--- src/rtl/julia_pkg.sv ---
// Shared constants and types for the Julia/Mandelbrot escape-count engine.
package julia_pkg;

   localparam int W_DEF    = 16;
   localparam int FRAC_DEF = 12;

   localparam logic [2*W_DEF:0] ESCAPE_THRESH = (2*W_DEF+1)'(4) << (2*FRAC_DEF);
   localparam logic [7:0]       COUNT_INSIDE  = 8'd255;

   typedef enum logic [1:0] {
      IDLE,
      ITER,
      DONE
   } state_t;

endpackage

--- src/rtl/julia_if.sv ---
// Job/result handshake bundle between the pixel scheduler and the iteration engine.
interface julia_if #(
   parameter int W     = 16,
   parameter int TAG_W = 17
);
   logic                    in_valid;
   logic                    in_ready;
   logic signed [W-1:0]     in_zr;
   logic signed [W-1:0]     in_zi;
   logic signed [W-1:0]     in_cr;
   logic signed [W-1:0]     in_ci;
   logic [TAG_W-1:0]        in_tag;
   logic                    out_valid;
   logic                    out_ready;
   logic [7:0]              out_count;
   logic [TAG_W-1:0]        out_tag;

   modport master (
      output in_valid, in_zr, in_zi, in_cr, in_ci, in_tag, out_ready,
      input  in_ready, out_valid, out_count, out_tag
   );

   modport slave (
      input  in_valid, in_zr, in_zi, in_cr, in_ci, in_tag, out_ready,
      output in_ready, out_valid, out_count, out_tag
   );
endinterface

--- src/rtl/julia_step.sv ---
// One combinational z <- z^2 + c step with full-precision escape test.
module julia_step import julia_pkg::*; #(
   parameter int W    = W_DEF,
   parameter int FRAC = FRAC_DEF
) (
   input  logic signed [W-1:0] zr,
   input  logic signed [W-1:0] zi,
   input  logic signed [W-1:0] cr,
   input  logic signed [W-1:0] ci,
   output logic signed [W-1:0] next_zr,
   output logic signed [W-1:0] next_zi,
   output logic                escape
);
   localparam logic signed [2*W:0] THRESH = (2*W+1)'(4) << (2*FRAC);

   logic signed [2*W-1:0] zr2, zi2, zrzi;
   logic signed [2*W:0]   mag, diff, twice;

   always_comb begin
      zr2   = (2*W)'(zr) * (2*W)'(zr);
      zi2   = (2*W)'(zi) * (2*W)'(zi);
      zrzi  = (2*W)'(zr) * (2*W)'(zi);
      // One extra bit keeps the magnitude and difference exact before the compare/shift.
      mag   = (2*W+1)'(zr2) + (2*W+1)'(zi2);
      diff  = (2*W+1)'(zr2) - (2*W+1)'(zi2);
      twice = (2*W+1)'(zrzi) <<< 1;
      escape  = mag > THRESH;
      next_zr = W'(diff >>> FRAC) + cr;
      next_zi = W'(twice >>> FRAC) + ci;
   end
endmodule

--- src/rtl/julia_iter.sv ---
// Per-pixel escape-time engine: one iteration per clock, result held until accepted.
module julia_iter import julia_pkg::*; #(
   parameter int W        = W_DEF,
   parameter int FRAC     = FRAC_DEF,
   parameter int MAX_ITER = 31,
   parameter int TAG_W    = 17
) (
   input logic     clk,
   input logic     rst,
   julia_if.slave  bus
);
   localparam logic [7:0] LAST_N = 8'(MAX_ITER - 1);

   state_t              state, state_next;
   logic [7:0]          n;
   logic [7:0]          count_q;
   logic [TAG_W-1:0]    tag_q;
   logic signed [W-1:0] zr, zi, cr, ci;
   logic signed [W-1:0] next_zr, next_zi;
   logic                escape, last, accept;

   julia_step #(.W(W), .FRAC(FRAC)) u_step (
      .zr      (zr),
      .zi      (zi),
      .cr      (cr),
      .ci      (ci),
      .next_zr (next_zr),
      .next_zi (next_zi),
      .escape  (escape)
   );

   assign bus.in_ready  = (state == IDLE);
   assign bus.out_valid = (state == DONE);
   assign bus.out_count = count_q;
   assign bus.out_tag   = tag_q;
   assign accept        = bus.in_valid && (state == IDLE);
   assign last          = (n == LAST_N);

   always_comb begin
      state_next = state;
      case (state)
         IDLE:    if (bus.in_valid)    state_next = ITER;
         ITER:    if (escape || last)  state_next = DONE;
         DONE:    if (bus.out_ready)   state_next = IDLE;
         default:                      state_next = IDLE;
      endcase
   end

   always_ff @(posedge clk or posedge rst) begin
      if (rst) begin
         state   <= IDLE;
         n       <= '0;
         count_q <= '0;
         tag_q   <= '0;
      end else begin
         state <= state_next;
         if (accept) begin
            n     <= '0;
            tag_q <= bus.in_tag;
         end else if (state == ITER) begin
            // Escape takes priority over the iteration limit.
            if (escape)
               count_q <= n;
            else if (last)
               count_q <= COUNT_INSIDE;
            else
               n <= n + 8'd1;
         end
      end
   end

   always_ff @(posedge clk) begin
      if (accept) begin
         zr <= bus.in_zr;
         zi <= bus.in_zi;
         cr <= bus.in_cr;
         ci <= bus.in_ci;
      end else if (state == ITER) begin
         zr <= next_zr;
         zi <= next_zi;
      end
   end
endmodule

--- src/flat_wrapper.sv ---
// flat-port wrapper written by rule: the top's interface ports become plain ports
module julia_iter_flat import julia_pkg::*;
#(
   parameter int W        = W_DEF,
   parameter int FRAC     = FRAC_DEF,
   parameter int MAX_ITER = 31,
   parameter int TAG_W    = 17
)
  (clk, rst, bus_in_valid, bus_in_zr, bus_in_zi, bus_in_cr, bus_in_ci, bus_in_tag, bus_out_ready, bus_in_ready, bus_out_valid, bus_out_count, bus_out_tag);
  julia_if #(.W(W), .TAG_W(TAG_W)) bus_i ();
  input logic clk;
  input logic rst;
  input wire logic [$bits(bus_i.in_valid)-1:0] bus_in_valid;
  input wire logic [$bits(bus_i.in_zr)-1:0] bus_in_zr;
  input wire logic [$bits(bus_i.in_zi)-1:0] bus_in_zi;
  input wire logic [$bits(bus_i.in_cr)-1:0] bus_in_cr;
  input wire logic [$bits(bus_i.in_ci)-1:0] bus_in_ci;
  input wire logic [$bits(bus_i.in_tag)-1:0] bus_in_tag;
  input wire logic [$bits(bus_i.out_ready)-1:0] bus_out_ready;
  output wire logic [$bits(bus_i.in_ready)-1:0] bus_in_ready;
  output wire logic [$bits(bus_i.out_valid)-1:0] bus_out_valid;
  output wire logic [$bits(bus_i.out_count)-1:0] bus_out_count;
  output wire logic [$bits(bus_i.out_tag)-1:0] bus_out_tag;
  assign bus_i.in_valid = bus_in_valid;
  assign bus_i.in_zr = bus_in_zr;
  assign bus_i.in_zi = bus_in_zi;
  assign bus_i.in_cr = bus_in_cr;
  assign bus_i.in_ci = bus_in_ci;
  assign bus_i.in_tag = bus_in_tag;
  assign bus_i.out_ready = bus_out_ready;
  assign bus_in_ready = bus_i.in_ready;
  assign bus_out_valid = bus_i.out_valid;
  assign bus_out_count = bus_i.out_count;
  assign bus_out_tag = bus_i.out_tag;
  julia_iter #(.W(W), .FRAC(FRAC), .MAX_ITER(MAX_ITER), .TAG_W(TAG_W)) u_core (.clk(clk), .rst(rst), .bus(bus_i));
endmodule
--- config.mk ---
export PLATFORM = sky130hd
export DESIGN_NAME = julia_iter_flat
export DESIGN_NICKNAME = d
export VERILOG_FILES = /design/src/rtl/julia_pkg.sv /design/src/rtl/julia_if.sv /design/src/rtl/julia_step.sv /design/src/rtl/julia_iter.sv /design/src/flat_wrapper.sv
export SDC_FILE = /design/constraint.sdc
export NUM_CORES = 2
export LEC_CHECK = 0
export ABC_AREA = 1
export BUFFER_PORTS_ARGS = -buffer_cell sky130_fd_sc_hd__buf_2
export CAP_MARGIN = 20
export CORE_UTILIZATION = 40
export DETAILED_ROUTE_END_ITERATION = 10
export PLACE_DENSITY = 0.54
export RECOVER_POWER = 50
export REMOVE_ABC_BUFFERS = 1
export SETUP_SLACK_MARGIN = 0.3
export SLEW_MARGIN = 0
export SYNTH_ARGS = -nofsm -noshare
export SYNTH_HDL_FRONTEND = slang
export SYNTH_SLANG_ARGS = --single-unit
--- constraint.sdc ---
create_clock -name clk -period 20.4 [get_ports clk]
set_input_delay 2.04 -clock clk [delete_from_list [all_inputs] [get_ports clk]]
set_output_delay 2.04 -clock clk [all_outputs]
set_load 0.05 [all_outputs]
[Word-level counts from Yosys, hierarchy flattened]
Index checks and enable logic that the tools add are counted.
Word-level totals
  register bits after elaboration: 99
  bits of input ports: 85
  output and inout port bits: 27
  logic and storage cells: 48
Operators by class
  add/subtract/negate cells: 5
  $mul: 3
  magnitude comparators: 1
  eq/ne operators: 8
  mux-type cells: 14
  bitwise operators: 1
  reduce and logical (&&, ||, !) cells: 8
Operator list (number)
  $mul 16x16->32: 2
  $mux 16: 4
  $mux 8: 6
  $add 32x32->33: 1
  $gt 33x28->1 const B: 1
  $add 16x16->16: 2
  $sub 28x28->28: 1
  $mul 16x16->27: 1
  $reduce_and 3->1: 3
  $add 8x1->8 const B: 1
  $eq 8x5->1 const B: 1
  $ne 2x2->1 const B: 4
  $mux 2: 3
  $pmux 2 s3: 1
  $reduce_bool 2->1: 2
  $eq 2x1->1 const B: 1
  $eq 2x2->1 const B: 1
  $logic_not 2->1: 1
  $ne 2x1->1 const B: 1
  $logic_and 1x1->1: 1
  $logic_or 1x1->1: 1
  $not 1->1: 1

[Longest topological paths before layout]
  word-level depth: 6
  mapped depth: 48
  gate-level depth less buffers: 47

[Modules after synthesis]
From an unflattened synthesis, not the netlist that was laid out.
Second synthesis, totals
  cells, all modules: 4635
  area, all modules: 36034.6 um^2
By module, submodules not included
  julia_step: times used 1, cells an instance 4261, area each 32039.5 um^2, sequential area each 0.0 um^2
  julia_iter: times used 1, cells an instance 374, area each 3995.1 um^2, sequential area each 2797.7 um^2

[Least setup slack after synthesis]
Ideal clock, no wire load.
  kind: register to register
  start point: register u_core.zr[1]
  end point: register u_core.zr[15], data pin
  setup time: 0.258 ns
  arrival: 8.031 ns
  data required time: 20.142 ns
  slack: 12.111 ns
  cell stages (with the launch flop): 40
  buffers on the path: 2
  clock period less this slack: 8.289 ns
  path through: edfxtp_1 clkbuf_1 buf_1 nand2_1 fa_1 fa_1 fa_1 inv_1 fa_1 fa_1 inv_1 fa_1 inv_1 ha_1 nand2_1 nor2_1 nor3b_1 a21oi_1 [... 4 more ...] nand2_1 nor4_1 nand3_1 nand3_1 nand3_1 nand2_1 a31oi_1 o21ai_0 xor2_1 ha_1 nand2_1 nor2_1 nand3_1 o2111ai_1 xor2_1 a21oi_1 o21ai_0 nand2_1
Between the ends
  word-level cells in the longest chain between the ends: 5
Ends and longest elaborated chain
  from (decl): RTL line julia_iter.sv:18  | logic signed [W-1:0] zr, zi, cr, ci;
  from (signal assigned): RTL line julia_iter.sv:74  | zr <= bus.in_zr;
  from (signal assigned): RTL line julia_iter.sv:79  | zr <= next_zr;
  $mul 16x16->32: RTL line julia_step.sv:20  | zr2 = (2*W)'(zr) * (2*W)'(zr);
  $sub 28x28->28: RTL line julia_step.sv:25  | diff = (2*W+1)'(zr2) - (2*W+1)'(zi2);
  $add 16x16->16: RTL line julia_step.sv:28  | next_zr = W'(diff >>> FRAC) + cr;
  $mux 16: RTL line julia_iter.sv:78  | end else if (state == ITER) begin
  $mux 16: RTL line julia_iter.sv:73  | if (accept) begin
Every way passes these cells. The select of a mux whose other input is x is not followed.
A chain may end at the register's enable or synchronous reset.

[Worst setup path after layout]
  start point: register u_core.zr[10]
  end point: register u_core.zr[14], data pin
The elaborated chain is that of the path after synthesis.

==> results_dict.tcl <==
set metrics [dict create \
    skew_ps 17.9 \
    cts.sinks 99 \
    num_vias 26900 \
    tightest_slew_ps 3030 \
    core_area_um2 87300 \
    ys.flop_type "edfxtp_1" \
    hpwl_um 77000 \
    finalSetupTns_ps 0 \
    route.met2.wl_um 44700 \
    netlist.area_leader.share_pct 39.3 \
    async_flop_share_pct 35.4 \
    max_slew_margin_pct -102 \
    drt_iter0_drc 1376 \
    start_kind "register" \
    cts_tree "built" \
    drc 0 \
    antenna_left 0 \
    drt-pass1-iter-count 6 \
    synth-seq-cells 99 \
    die_h_um 300 \
    top_layer "met5" \
    areaGrowthSynthToFinish_pct 5.69 \
    final_nets 5611 \
    cts-root-buf "clkbuf_16" \
    crit_path_end_kind "register" \
    grt_pass1_vias 28900 \
    drive_above_1_share_pct 4.53 \
    layout_commonest_cell "inv_1" \
    routabilityCongestion 0.921 \
    cts_setup_buffers 0 \
    met3_length_um 4010 \
    crit_arrival_ps 10050 \
    maxCapViolations 4 \
    clk_latency_ps 410 \
    met1_length_um 42300 \
    syn_inst 4475 \
    yosysTopAreaCell "fa_1" \
    status "complete, but fails checks" \
    row_count 108 \
    final_cell_mix "inv_1, nand2_1, fa_1, ha_1, a21oi_1" \
    slowest_delay_ps 970 \
    synth_enable_flop_cells 64 \
    maxSlewViolCount 171 \
    grt_max_degree 57 \
    rsz0062_at_grt "no" \
    yosysSeqAreaShare_pct 7.90 \
    violations "max-capacitance violations, max-slew violations" \
    overflow 0 \
    vias_per_cell 4.76 \
    pin_count 112 \
    grt_pass1_wl_um 154000 \
    routed_wl_um 93200 \
    drt-wirelength-per-cell_um 16.5 \
    cts.htree.levels 3 \
    die_width_um 300 \
    clk_pin_slew_ps 90 \
    crit_path_max_fanout 19 \
    cts_resized 0 \
    fmax_mhz 101 \
    preCtsSetupSlack_ps 10610 \
    max-clock-path-buffers 2 \
    path_class "register to register" \
    numCtsBuffers 9 \
    slowest_stage "edfxtp_1" \
    syn-cell-area_um2 35400 \
    fin_ws_ps 10470 \
    portBuffers 111 \
    grt_usage_pct 22.0 \
    ys_top_cells_by_area "fa_1, inv_1, ha_1" \
    antenna_found_initial 4 \
    fin_crit_sh_pct 48.7 \
    ys_warn_count 0 \
    setup_viol 0 \
    post-route-min-period_ps 9930 \
    start_util_pct 40.6 \
    holdCritPathClass "register to register" \
    synth_area_per_cell_um2 7.91 \
    die-area_um2 89700 \
    synthDistinctLibCells 45 \
    crit_required_ps 20520 \
    hold_viol 0 \
    hold_buffers 0 \
]
registers in the layout (all words and copies together) (netlist names):
register and flops:
u_core.bus.out_count 8, u_core.bus.out_tag 17, u_core.zi 16, u_core.state 2, u_core.n 8, u_core.zr 16, u_core.cr 16, u_core.ci 16
through the flow:
step / util (%) / instance area [um^2] / hold slack (ps) / instances
2_1_floorplan: - / 34900 / 474 / 4340
3_3_place_gp: 42.6 / 37200 / 460 / 5643
3_5_place_dp: 42.6 / 37200 / 460 / 5643
4_1_cts: 42.9 / 37500 / 481 / 5659
5_1_grt: 42.9 / 37400 / 498 / 5660
6_report: 42.9 / 37400 / 478 / 5660
worst max-delay path, delay by kind of cell (launching register included):
family                     cells  cell delay, ps
AOI/OAI and AO/OA              6            1090
adders and majority gates      9            4000
xor gates and xnor gates       3             900
buffers and inverters          6             440
DFF                            1             970
and+or+nand+nor               14            2220
layer usage:
layer | global-route usage (%) | vias up
met5 | 0 | -
met2 | 37.5 | 533
met3 | 2.38 | 86
li1 | - | 13100
met4 | 4.94 | 4
met1 | 30.1 | 13200
cells in the mapped netlist (18+ instances only):
library cell  number
edfxtp_1          64
xnor2_1           56
a21oi_1          142
nand2_1         1032
clkbuf_1         106
nor2_1           137
o21ai_0           85
nand4_1           43
inv_1           1316
fa_1             696
ha_1             331
nor3_1            18
a21o_1            23
xor2_1           107
dfrtp_1           35
nand3_1          106
path summary, 6_finish.rpt:
| path | from | to | slack, ps | cells past startpoint |
|---|---|---|---|---|
| hold / removal | u_core.bus.out_tag[0] | u_core.bus.out_tag[0] | 480 | 2 |
| max in group asynchronous | rst | u_core.n[0] | 17010 | 3 |
| setup reg to reg | u_core.zr[10] | u_core.zr[14] | 10470 | 38 |
| hold reg to reg | u_core.bus.out_tag[0] | u_core.bus.out_tag[0] | 480 | 2 |
| setup / recovery | u_core.zr[10] | u_core.zr[14] | 10470 | 38 |
| min in group asynchronous | rst | u_core.bus.out_tag[9] | 2300 | 3 |
cell families after synthesis:
family                     after synthesis  synth area share, %
adders and majority gates             1027                 51.0
AOI/OAI and AO/OA                      316                 5.02
xor gates and xnor gates               163                 4.03
DFF                                     99                 7.90
buffers and inverters                 1460                 15.6
and+or+nand+nor                       1410                 16.5
layout make-up:
type                       instances  area, um^2
fill                            9080       49900
inverter                        1325        4970
timing repair buffer             148         788
antenna                            1        2.50
multi-input combinational       2916       27100
clock inverter                     7        78.8
sequential                        99        2800
clock buffer                       9         225
tap                             1155        1450
Power is left out: the tool's default activity adds up to more than one toggle a clock period on the data nets, which glitch-free logic cannot reach.
